==> config.mk <==
export PLATFORM = sky130hd
export DESIGN_NAME = player_motion
export DESIGN_NICKNAME = d
export VERILOG_FILES = /design/src/rtl/player_pkg.sv /design/src/rtl/player_hitbox.sv /design/src/rtl/player_motion.sv
export SDC_FILE = /design/constraint.sdc
export NUM_CORES = 1
export LEC_CHECK = 0
export ABC_CLOCK_PERIOD_IN_PS = 3000
export CAP_MARGIN = 20
export CORE_ASPECT_RATIO = 1.25
export CORE_MARGIN = 2
export CORE_UTILIZATION = 55
export DETAILED_ROUTE_END_ITERATION = 10
export PLACE_DENSITY = 0.81
export SYNTH_ARGS = -nofsm -noshare
export SYNTH_HDL_FRONTEND = slang
export SYNTH_SLANG_ARGS = --single-unit
==> constraint.sdc <==
create_clock -name clk_i -period 3 [get_ports clk_i]
set_input_delay 0.45 -clock clk_i [delete_from_list [all_inputs] [get_ports clk_i]]
set_output_delay 0.45 -clock clk_i [all_outputs]
set_load 0.1 [all_outputs]
==> src/rtl/player_pkg.sv <==
// -----------------------------------------------------------------------------
// player_pkg
// Shared types, widths and helper functions for the player block.
//   player_state_t : jump/gravity state (ground, rising, falling)
//   XW / YW        : pixel x / y coordinate widths
//   PW             : signed position arithmetic width (headroom for y + vel)
//   VW             : signed velocity width, positive means moving down
//   SCREEN_W/H     : visible resolution of the VGA raster
// -----------------------------------------------------------------------------
package player_pkg;

    typedef enum logic [1:0] {
        ST_GROUND = 2'd0,
        ST_RISE   = 2'd1,
        ST_FALL   = 2'd2
    } player_state_t;

    localparam int XW = 10;
    localparam int YW = 9;
    localparam int PW = 11;
    localparam int VW = 8;

    localparam int SCREEN_W = 640;
    localparam int SCREEN_H = 480;

    // Apply one frame of gravity and cap the downward speed. The sum is
    // formed at position width so vel + grav cannot wrap before the cap.
    function automatic logic signed [VW-1:0] vel_step(
        input logic signed [PW-1:0] vel,
        input logic signed [PW-1:0] grav,
        input logic signed [PW-1:0] cap
    );
        logic signed [PW-1:0] sum;
        sum = vel + grav;
        if (sum > cap) begin
            sum = cap;
        end else begin
            sum = sum;
        end
        return sum[VW-1:0];
    endfunction

    // Half-open interval test lo <= v < hi on unsigned position-width values.
    function automatic logic in_span(
        input logic [PW-1:0] v,
        input logic [PW-1:0] lo,
        input logic [PW-1:0] hi
    );
        return (v >= lo) && (v < hi);
    endfunction

endpackage

==> src/rtl/player_hitbox.sv <==
// -----------------------------------------------------------------------------
// player_hitbox
// Combinational rectangle test: is pixel (x_i, y_i) inside the player's box
// whose top edge is loc_i and whose left edge is fixed at PlayerOffset?
// All compares are done at PW bits so loc_i + PlayerHeight never overflows.
// Ports:
//   loc_i    : player top-edge y
//   x_i, y_i : current pixel coordinate
//   in_box_o : 1 when the pixel lies inside the hitbox
// -----------------------------------------------------------------------------
module player_hitbox
    import player_pkg::*;
#(
    parameter int PlayerWidth  = 40,
    parameter int PlayerHeight = 60,
    parameter int PlayerOffset = 0
) (
    input  logic [YW-1:0] loc_i,
    input  logic [XW-1:0] x_i,
    input  logic [YW-1:0] y_i,
    output logic          in_box_o
);

    localparam logic [PW-1:0] X_LO   = PW'(PlayerOffset);
    localparam logic [PW-1:0] X_HI   = PW'(PlayerOffset + PlayerWidth);
    localparam logic [PW-1:0] HEIGHT = PW'(PlayerHeight);

    logic [PW-1:0] x_ext_s;
    logic [PW-1:0] y_ext_s;
    logic [PW-1:0] top_s;
    logic [PW-1:0] bottom_s;
    logic          in_x_s;
    logic          in_y_s;

    // Widen the coordinates and evaluate both axis spans.
    always_comb begin
        x_ext_s  = {{(PW-XW){1'b0}}, x_i};
        y_ext_s  = {{(PW-YW){1'b0}}, y_i};
        top_s    = {{(PW-YW){1'b0}}, loc_i};
        bottom_s = top_s + HEIGHT;
        in_x_s   = in_span(x_ext_s, X_LO, X_HI);
        in_y_s   = in_span(y_ext_s, top_s, bottom_s);
        in_box_o = in_x_s & in_y_s;
    end

endmodule

==> src/rtl/player_motion.sv <==
// -----------------------------------------------------------------------------
// player_motion
// Owns the player's vertical position and draws its hitbox. A jump/gravity
// state machine advances the top-edge y once per video frame; a registered
// per-pixel region flag feeds the colour mux.
// Ports:
//   clk_i        : pixel clock
//   rst_i        : asynchronous active-high reset (player back on the ground)
//   frame_tick_i : one-cycle pulse per frame, start of vblank
//   jump_i       : synchronised jump request (level or pulse)
//   freeze_i     : game over / pause, motion halts and requests are dropped
//   x_i, y_i     : current pixel coordinate
//   luc_loc_o    : player top-edge y, changes only on a frame tick
//   region_o     : current pixel inside hitbox, one cycle after x_i/y_i
//   airborne_o   : player is rising or falling
// -----------------------------------------------------------------------------
module player_motion
    import player_pkg::*;
#(
    parameter int PlayerHeight = 60,
    parameter int PlayerWidth  = 40,
    parameter int PlayerOffset = 0,
    parameter int GroundY      = 400,
    parameter int JumpVel      = 12,
    parameter int Gravity      = 1,
    parameter int MaxFall      = 12
) (
    input  logic          clk_i,
    input  logic          rst_i,
    input  logic          frame_tick_i,
    input  logic          jump_i,
    input  logic          freeze_i,
    input  logic [XW-1:0] x_i,
    input  logic [YW-1:0] y_i,
    output logic [YW-1:0] luc_loc_o,
    output logic          region_o,
    output logic          airborne_o
);

    localparam logic signed [PW-1:0] GROUND_Y_S = PW'(GroundY);
    localparam logic signed [PW-1:0] JUMP_VEL_S = PW'(JumpVel);
    localparam logic signed [PW-1:0] GRAVITY_S  = PW'(Gravity);
    localparam logic signed [PW-1:0] MAX_FALL_S = PW'(MaxFall);
    localparam logic        [YW-1:0] GROUND_LOC = GROUND_Y_S[YW-1:0];

    player_state_t          state_r;
    logic [YW-1:0]          y_r;
    logic signed [VW-1:0]   vel_r;
    logic                   jump_pend_r;
    logic                   airborne_r;
    logic                   region_r;

    logic                   jump_req_s;
    logic                   step_s;
    logic                   move_s;
    logic signed [PW-1:0]   y_cur_s;
    logic signed [PW-1:0]   vel_cur_s;
    logic signed [PW-1:0]   y_cand_s;
    logic signed [VW-1:0]   vel_cand_s;
    logic                   hit_s;

    // Candidate position/velocity for this frame, before ground and ceiling
    // resolution. A request in the same cycle as the tick counts for it.
    always_comb begin
        jump_req_s = jump_pend_r | jump_i;
        step_s     = frame_tick_i & ~freeze_i;
        y_cur_s    = {{(PW-YW){1'b0}}, y_r};
        vel_cur_s  = {{(PW-VW){vel_r[VW-1]}}, vel_r};
        y_cand_s   = y_cur_s;
        vel_cand_s = vel_r;
        move_s     = 1'b0;
        case (state_r)
            ST_GROUND: begin
                // Launch always starts from the ground line, not from y_r.
                y_cand_s   = GROUND_Y_S - JUMP_VEL_S;
                vel_cand_s = VW'(GRAVITY_S - JUMP_VEL_S);
                move_s     = step_s & jump_req_s;
            end
            ST_RISE, ST_FALL: begin
                y_cand_s   = y_cur_s + vel_cur_s;
                vel_cand_s = vel_step(vel_cur_s, GRAVITY_S, MAX_FALL_S);
                move_s     = step_s;
            end
            default: begin
                // Unreachable encoding: land on the next tick to recover.
                y_cand_s   = GROUND_Y_S;
                vel_cand_s = {VW{1'b0}};
                move_s     = step_s;
            end
        endcase
    end

    // Jump/gravity state machine: resolve the candidate against the ground
    // (first) and the top of the screen (second) on each live frame tick.
    always_ff @(posedge clk_i or posedge rst_i) begin
        if (rst_i) begin
            state_r    <= ST_GROUND;
            y_r        <= GROUND_LOC;
            vel_r      <= {VW{1'b0}};
            airborne_r <= 1'b0;
        end else if (move_s) begin
            if (y_cand_s >= GROUND_Y_S) begin
                state_r    <= ST_GROUND;
                y_r        <= GROUND_LOC;
                vel_r      <= {VW{1'b0}};
                airborne_r <= 1'b0;
            end else if (y_cand_s[PW-1] == 1'b1) begin
                // Hit the ceiling: pin to row 0 and start falling from rest.
                state_r    <= ST_FALL;
                y_r        <= {YW{1'b0}};
                vel_r      <= {VW{1'b0}};
                airborne_r <= 1'b1;
            end else begin
                state_r    <= (vel_cand_s[VW-1] == 1'b1) ? ST_RISE : ST_FALL;
                y_r        <= y_cand_s[YW-1:0];
                vel_r      <= vel_cand_s;
                airborne_r <= 1'b1;
            end
        end
    end

    // Jump request latch: lives only until the next frame tick, and is
    // dropped continuously while frozen so nothing fires on release.
    always_ff @(posedge clk_i or posedge rst_i) begin
        if (rst_i) begin
            jump_pend_r <= 1'b0;
        end else if (freeze_i | frame_tick_i) begin
            jump_pend_r <= 1'b0;
        end else if (jump_i) begin
            jump_pend_r <= 1'b1;
        end
    end

    player_hitbox #(
        .PlayerWidth  (PlayerWidth),
        .PlayerHeight (PlayerHeight),
        .PlayerOffset (PlayerOffset)
    ) u_hitbox (
        .loc_i    (y_r),
        .x_i      (x_i),
        .y_i      (y_i),
        .in_box_o (hit_s)
    );

    // Hitbox flag register; uses the position held before this edge, which
    // only moves during vblank, so the drawn box never tears.
    always_ff @(posedge clk_i or posedge rst_i) begin
        if (rst_i) begin
            region_r <= 1'b0;
        end else begin
            region_r <= hit_s;
        end
    end

    assign luc_loc_o  = y_r;
    assign airborne_o = airborne_r;
    assign region_o   = region_r;

endmodule

==> results.cfg, run 1 <==
[outcome]
outcome = finished clean

[synthesis]
synth_area_per_cell_um2 = 8.68
synth_nets = 312
seq_area_frac_synth = 0.238
yosysUniqueCellTypes = 58
synth_flop_cell = dfrtp_1
synth_edf_count = 0
ys_ff_latch = 21
syn_area_um2 = 2220
synthArstFlopShare = 1.00
synth_warnings = 0
syn_inst = 256

[floorplan]
die-height_um = 75.1
ioPinCount = 35
core_area_um2 = 3820
initial_core_util = 0.582
die-area_um2 = 4570
row_count = 25
die_x_um = 60.9

[clock_tree]
cts_buffer_depth = 2
clk_pin_slew_ns = 0.08
cts_tree = built
cts_max_level = 1
cts_hold_buffers = 0
cts_made_buffers = 3
cts.sinks = 21
root_buffer = clkbuf_8
clkLatencyLatePin_ns = 0.27

[pwr]
leakagePower_nw = 1.24
pwr_density_cell_nw_per_um2 = 1180
ir_drop_uv = 623

[timing]
setup_viol = 0
clock_skew_ns = 0.000831
drv_slew = 0
fmax_mhz = 346
timing_hold_violations_final = 0
tightest_slew_ns = 0.862
period_minus_slack_ns = 2.89
setup_ws_ns = 0.112
finalCritPeriodShare = 0.963
fin_tns_setup_ns = 0
relSlewSlack = 0.425

[global_routing]
overflow = 0
grtUsageTotal = 0.263
grt_first_pass_wirelength_mm = 9.05
grt_max_degree = 22
antenna_found_initial = 0
grt_pass1_vias = 2104

[placement]
io_buffers = 31
hpwl_mm = 4.33
pre_cts_slack_ns = 0.0480
gp_congestion = 0.869

[routing]
wl_per_cell_um = 15.7
drt_drc_violations_left = 0
dr.pass1.iters = 4
highest_layer = met4
route.vias.total = 2139
totalWireLength_mm = 5.53
wl_met1_mm = 2.32
first_iter_violations = 67
ant_nets = 0
wl_met3_um = 216
via_per_inst = 6.06
dr_wl_met2_mm = 2.90

[setup_path]
start_kind = flip-flop
path_cells = ha_2, inv_2, o31a_1, a21oi_2, mux2_4, o32a_4, o21ai_4, nor3_4, a32o_1
path_max_fanout = 7
critPathKind = reg2reg
endpoint_kind = flip-flop
arrival_ns = 3.05
cp.required_ns = 3.16
r2r_end = vel_r[1]
r2r.worst_path.cells = 9
startpoint = vel_r[6]
cpMaxStageDelayCell = dfrtp_1
max_stage_delay_ns = 0.47
rrSetupSlack_ns = 0.11
timing.rr.start = vel_r[6]

[worst_hold_path]
worstHoldStart = airborne_o
hold_class = reg2reg
hold_path_end = airborne_o
holdPathStages = 2

[run]
drv_cap = 0

[layout]
num_antenna_cells = 0
layout_commonest_cell = ha_1
fillers = 319
nets = 356
area_delta_synth_final_pct = 24.3
layout-drive-gt1-share = 0.214
layout_common_cells = ha_1, buf_4, inv_1, clkdlybuf4s50_1, a21oi_1
## cells by family after synthesis
family / after synthesis / synth area share
buf+inv: 27 / 0.0467
fa+ha+maj: 32 / 0.184
mux: 2 / 0.0118
simple gates: 72 / 0.176
compound gates: 93 / 0.309
flops: 21 / 0.238
xor+xnor: 9 / 0.0355
## state kept, by name, indices dropped and copies added (netlist names)
register	cells
airborne_o	1
jump_pend_r	1
luc_loc_o	9
region_o	1
state_r	2
vel_r	7
## final cells by class
cell class,instances,area [um2],share of cell area
multi-input combinational,208,1640,0.595
sequential,21,544,0.197
timing repair buffer,44,380,0.138
inverter,22,82.6,0.0299
tap,54,67.6,0.0245
clock buffer,4,45.0,0.0163
## where the power goes
group	internal, W	total [W]	leakage (nW)	switching, W
combinational	0.000967	0.00251	0.961	0.00154
sequential	0.000415	0.000544	0.258	0.000129
clock	0.0000951	0.000200	0.0228	0.000105
total	0.00148	0.00325	1.24	0.00178
## critical path, delay by kind of cell (launching register included)
kind / cells / cell delay (ns)
compound gates: 5 / 1.41
fa+ha+maj: 1 / 0.43
buf+inv: 1 / 0.05
flops: 1 / 0.47
mux: 1 / 0.32
simple gates: 1 / 0.09
## what timing repair did
item | CTS | global route
setup buffers | 0 | 3
setup endpoints to repair | 0 | 15
endpoints found under the hold margin | 0 | 0
resized for setup | 0 | 16
## metrics by stage
stage / hold slack, ns / cell area (um2) / std cells / power [W] / utilization
2_1_floorplan: 0.424 / 2240 / 256 / 0.00237 / -
3_3_place_gp: 0.468 / 2640 / 346 / 0.00287 / 0.692
3_5_place_dp: 0.472 / 2640 / 346 / 0.00293 / 0.692
4_1_cts: 0.495 / 2690 / 350 / 0.00314 / 0.704
5_1_grt: 0.537 / 2760 / 353 / 0.00353 / 0.724
6_report: 0.486 / 2760 / 353 / 0.00325 / 0.724
## Yosys cell counts, types with 2 or more instances
| cell type | number | area (um2) |
|---|---|---|
| o21a_1 | 5 | 37.5 |
| or2_2 | 2 | 12.5 |
| nor2_1 | 10 | 37.5 |
| nor2b_1 | 4 | 25.0 |
| o22ai_1 | 3 | 18.8 |
| and3_1 | 2 | 12.5 |
| a21o_1 | 13 | 97.6 |
| xnor2_1 | 8 | 70.1 |
| nand3b_1 | 2 | 15.0 |
| o2bb2ai_1 | 3 | 26.3 |
| nand2b_1 | 3 | 18.8 |
| a21oi_1 | 20 | 100 |
| dfrtp_1 | 18 | 450 |
| nand2_1 | 13 | 48.8 |
| a2111oi_0 | 2 | 17.5 |
| inv_1 | 21 | 78.8 |
| ha_1 | 31 | 388 |
| and2_1 | 3 | 18.8 |
| nor3b_1 | 3 | 22.5 |
| o21ai_0 | 10 | 50.1 |
| nand4_1 | 3 | 18.8 |
| a22o_1 | 7 | 61.3 |
| a31oi_1 | 5 | 31.3 |
| dfstp_2 | 3 | 78.8 |
| a221oi_1 | 4 | 35.0 |
| nor3_1 | 11 | 55.1 |
| clkbuf_1 | 3 | 11.3 |
| nand3_1 | 9 | 45.0 |
| a21oi_2 | 2 | 17.5 |
| nor4_1 | 3 | 18.8 |
| a211oi_1 | 3 | 22.5 |
## routing by layer
layer | track usage | vias to the layer above
li1 | - | 1061
met1 | 0.301 | 1007
met2 | 0.497 | 60
met3 | 0.0258 | 11
met4 | 0.0894 | 0
met5 | 0 | -
## how the worst max path moves through the flow
stage | endpoint | slack (ns) | cells past startpoint
final | vel_r[1] | 0.11 | 9
after global routing | vel_r[1] | -0.1 | 9
after CTS | vel_r[1] | 0.03 | 10
after detailed placement | vel_r[1] | 0.05 | 10
after global placement | vel_r[1] | 0.1 | 10
after floorplan | vel_r[1] | 0.009 | 10
No activity file was read; power rests on OpenSTA's default activity.
==> inputs of run 2 (changes only) <==
GPL_TIMING_DRIVEN = 0   (was not set)
==> run 2 against run 1 <==
Critical endpoint unchanged. Worst hold slack better by 0.0038 ns. Fmax is 1.2% lower. Sequential power is 7.4% higher. Die area stayed put. Register-to-register slack worse by 0.03 ns. Sequential cell count stayed put. Largest cell class unchanged. Via count is 2.3% higher. Critical path depth is 2 higher. Wire length is 4.4% higher. Non-clock buffer count stayed put.
==> results.cfg, run 2 (synthesized netlist as in run 1, its figures left out) <==
[clock_tree]
clk_pin_slew_ns = 0.09
clkLatencyLatePin_ns = 0.28
cts_made_buffers = 3
cts_buffer_depth = 2
cts_max_level = 1
cts_tree = built
cts_hold_buffers = 0
root_buffer = clkbuf_8
cts.sinks = 21

[routing]
ant_nets = 0
totalWireLength_mm = 5.77
via_per_inst = 6.20
first_iter_violations = 81
dr.pass1.iters = 4
route.vias.total = 2189
drt_drc_violations_left = 0
wl_per_cell_um = 16.4

[floorplan]
row_count = 25
core_area_um2 = 3820
die-area_um2 = 4570
ioPinCount = 35
initial_core_util = 0.582
die_x_um = 60.9
die-height_um = 75.1

[global_routing]
antenna_found_initial = 0
grt_pass1_vias = 2048
overflow = 0
grt_first_pass_wirelength_mm = 8.87
grt_max_degree = 22
grtUsageTotal = 0.256

[pwr]
pwr_density_cell_nw_per_um2 = 1190
ir_drop_uv = 632
comb_power_share = 0.768
leakagePower_nw = 1.22
p_seq_frac = 0.172
p_sw_w = 0.00184
p_int_w = 0.00155
p_sw_frac = 0.542
p_clk_frac = 0.060

[timing]
finalCritPeriodShare = 0.974
hold-worst-slack_ns = 0.490
tightest_slew_ns = 1.00
timing_hold_violations_final = 0
period_minus_slack_ns = 2.92
setup_viol = 0
fmax_mhz = 342
relSlewSlack = 0.329
drv_slew = 0
clock_skew_ns = 0.00441

[setup_path]
critPathKind = reg2reg
path_max_fanout = 5
arrival_ns = 3.10
endpoint_kind = flip-flop
cp.required_ns = 3.17
start_kind = flip-flop

[layout]
stdcell_area_um2 = 2840
layout-drive-gt1-share = 0.187
postLayoutCoreUtil = 0.745
num_antenna_cells = 0
fillers = 290
largest_reg_flops = 9
layout_common_cells = clkdlybuf4s50_1, ha_1, inv_1, a21oi_1
nets = 356
area_delta_synth_final_pct = 27.9
layout_commonest_cell = clkdlybuf4s50_1

[placement]
place_area_um2 = 2610
io_buffers = 31
hpwl_mm = 4.15
gp_congestion = 0.886

[worst_hold_path]
hold_class = reg2reg

[run]
drv_cap = 0

[outcome]
outcome = finished clean
-- run 2: cell types whose count changed in the layout (fill, tap and decap cells not counted), moves of 2 or more --
cell,before,now
buf_4,24,8
ha_4,0,5
clkdlybuf4s50_1,20,31
ha_1,26,24
ha_2,5,2
a21oi_2,2,4
-- run 2: worst paths after layout --
check,from,endpoint,slack (ns),cells past startpoint
setup / recovery,luc_loc_o[0],vel_r[1],0.08,11
hold / removal,airborne_o,airborne_o,0.49,2
setup reg to reg,luc_loc_o[0],vel_r[1],0.08,11
hold reg to reg,airborne_o,airborne_o,0.49,2
max in group asynchronous,rst_i,luc_loc_o[0],1.74,2
min in group asynchronous,rst_i,luc_loc_o[1],0.64,2
-- run 2: metrics by stage --
stage / cells / total power (W) / worst slack (ns) / setup TNS [ns]
floorplan: 256 / 0.00237 / 0.00866 / 0
global placement: 341 / 0.00281 / -0.118 / -0.583
detailed placement: 341 / 0.00285 / -0.0974 / -0.372
CTS: 348 / 0.00313 / 0.0234 / 0
global route: 353 / 0.00363 / -0.00843 / -0.00843
finish: 353 / 0.00339 / 0.0774 / 0
-- run 2: power groups by stage --
stage,Sequential (W),Combinational [W],Clock [W]
2_1_floorplan,0.000930,0.00144,0
3_3_place_gp,0.000570,0.00224,0
3_5_place_dp,0.000576,0.00228,0
4_1_cts,0.000572,0.00235,0.000204
5_1_grt,0.000600,0.00282,0.000211
6_report,0.000584,0.00260,0.000204
-- run 2: final cells by class --
class                   count  area (um2)  area share
plain buffers               4        17.5     0.00616
clock buffers               3        41.3      0.0145
clock inverters             1        5.00     0.00176
inverters                  22        82.6      0.0290
multi-input cells         208        1700       0.599
flip-flops and latches     21         546       0.192
well taps                  54        67.6      0.0238
repair buffers             40         382       0.134
-- run 2: worst max-delay path, stage by stage, from the launching register on --
cell and delay (ns):
dfrtp_4 0.51, ha_4 0.18, fa_2 0.42, nand3_2 0.10, a21boi_0 0.11, o31ai_2 0.39
nor3_2 0.10, o32a_4 0.39, o21ai_4 0.16, nor3_4 0.07, buf_6 0.15, a32o_1 0.23
-- run 2: repair_timing --
| action | in CTS | in global routing |
|---|---|---|
| pin swaps | 3 | 7 |
| buffers inserted | 4 | 5 |
| resized for setup | 7 | 19 |
| endpoints found under the setup margin | 14 | 16 |
-- run 2: routing by layer --
metal	GRT usage	part of all wire	wire, um	up-vias
met5	0	0	0	-
met4	0.104	0.029	169	0
met3	0.0241	0.054	314	19
met2	0.459	0.50	2880	73
met1	0.309	0.42	2410	1034
li1	-	-	-	1063
==> inputs of run 3 (changes only) <==
GPL_ROUTABILITY_DRIVEN = 0   (was not set)
==> results of run 3 <==
No change in the layout: final DEF, timing and power equal those of run 2.
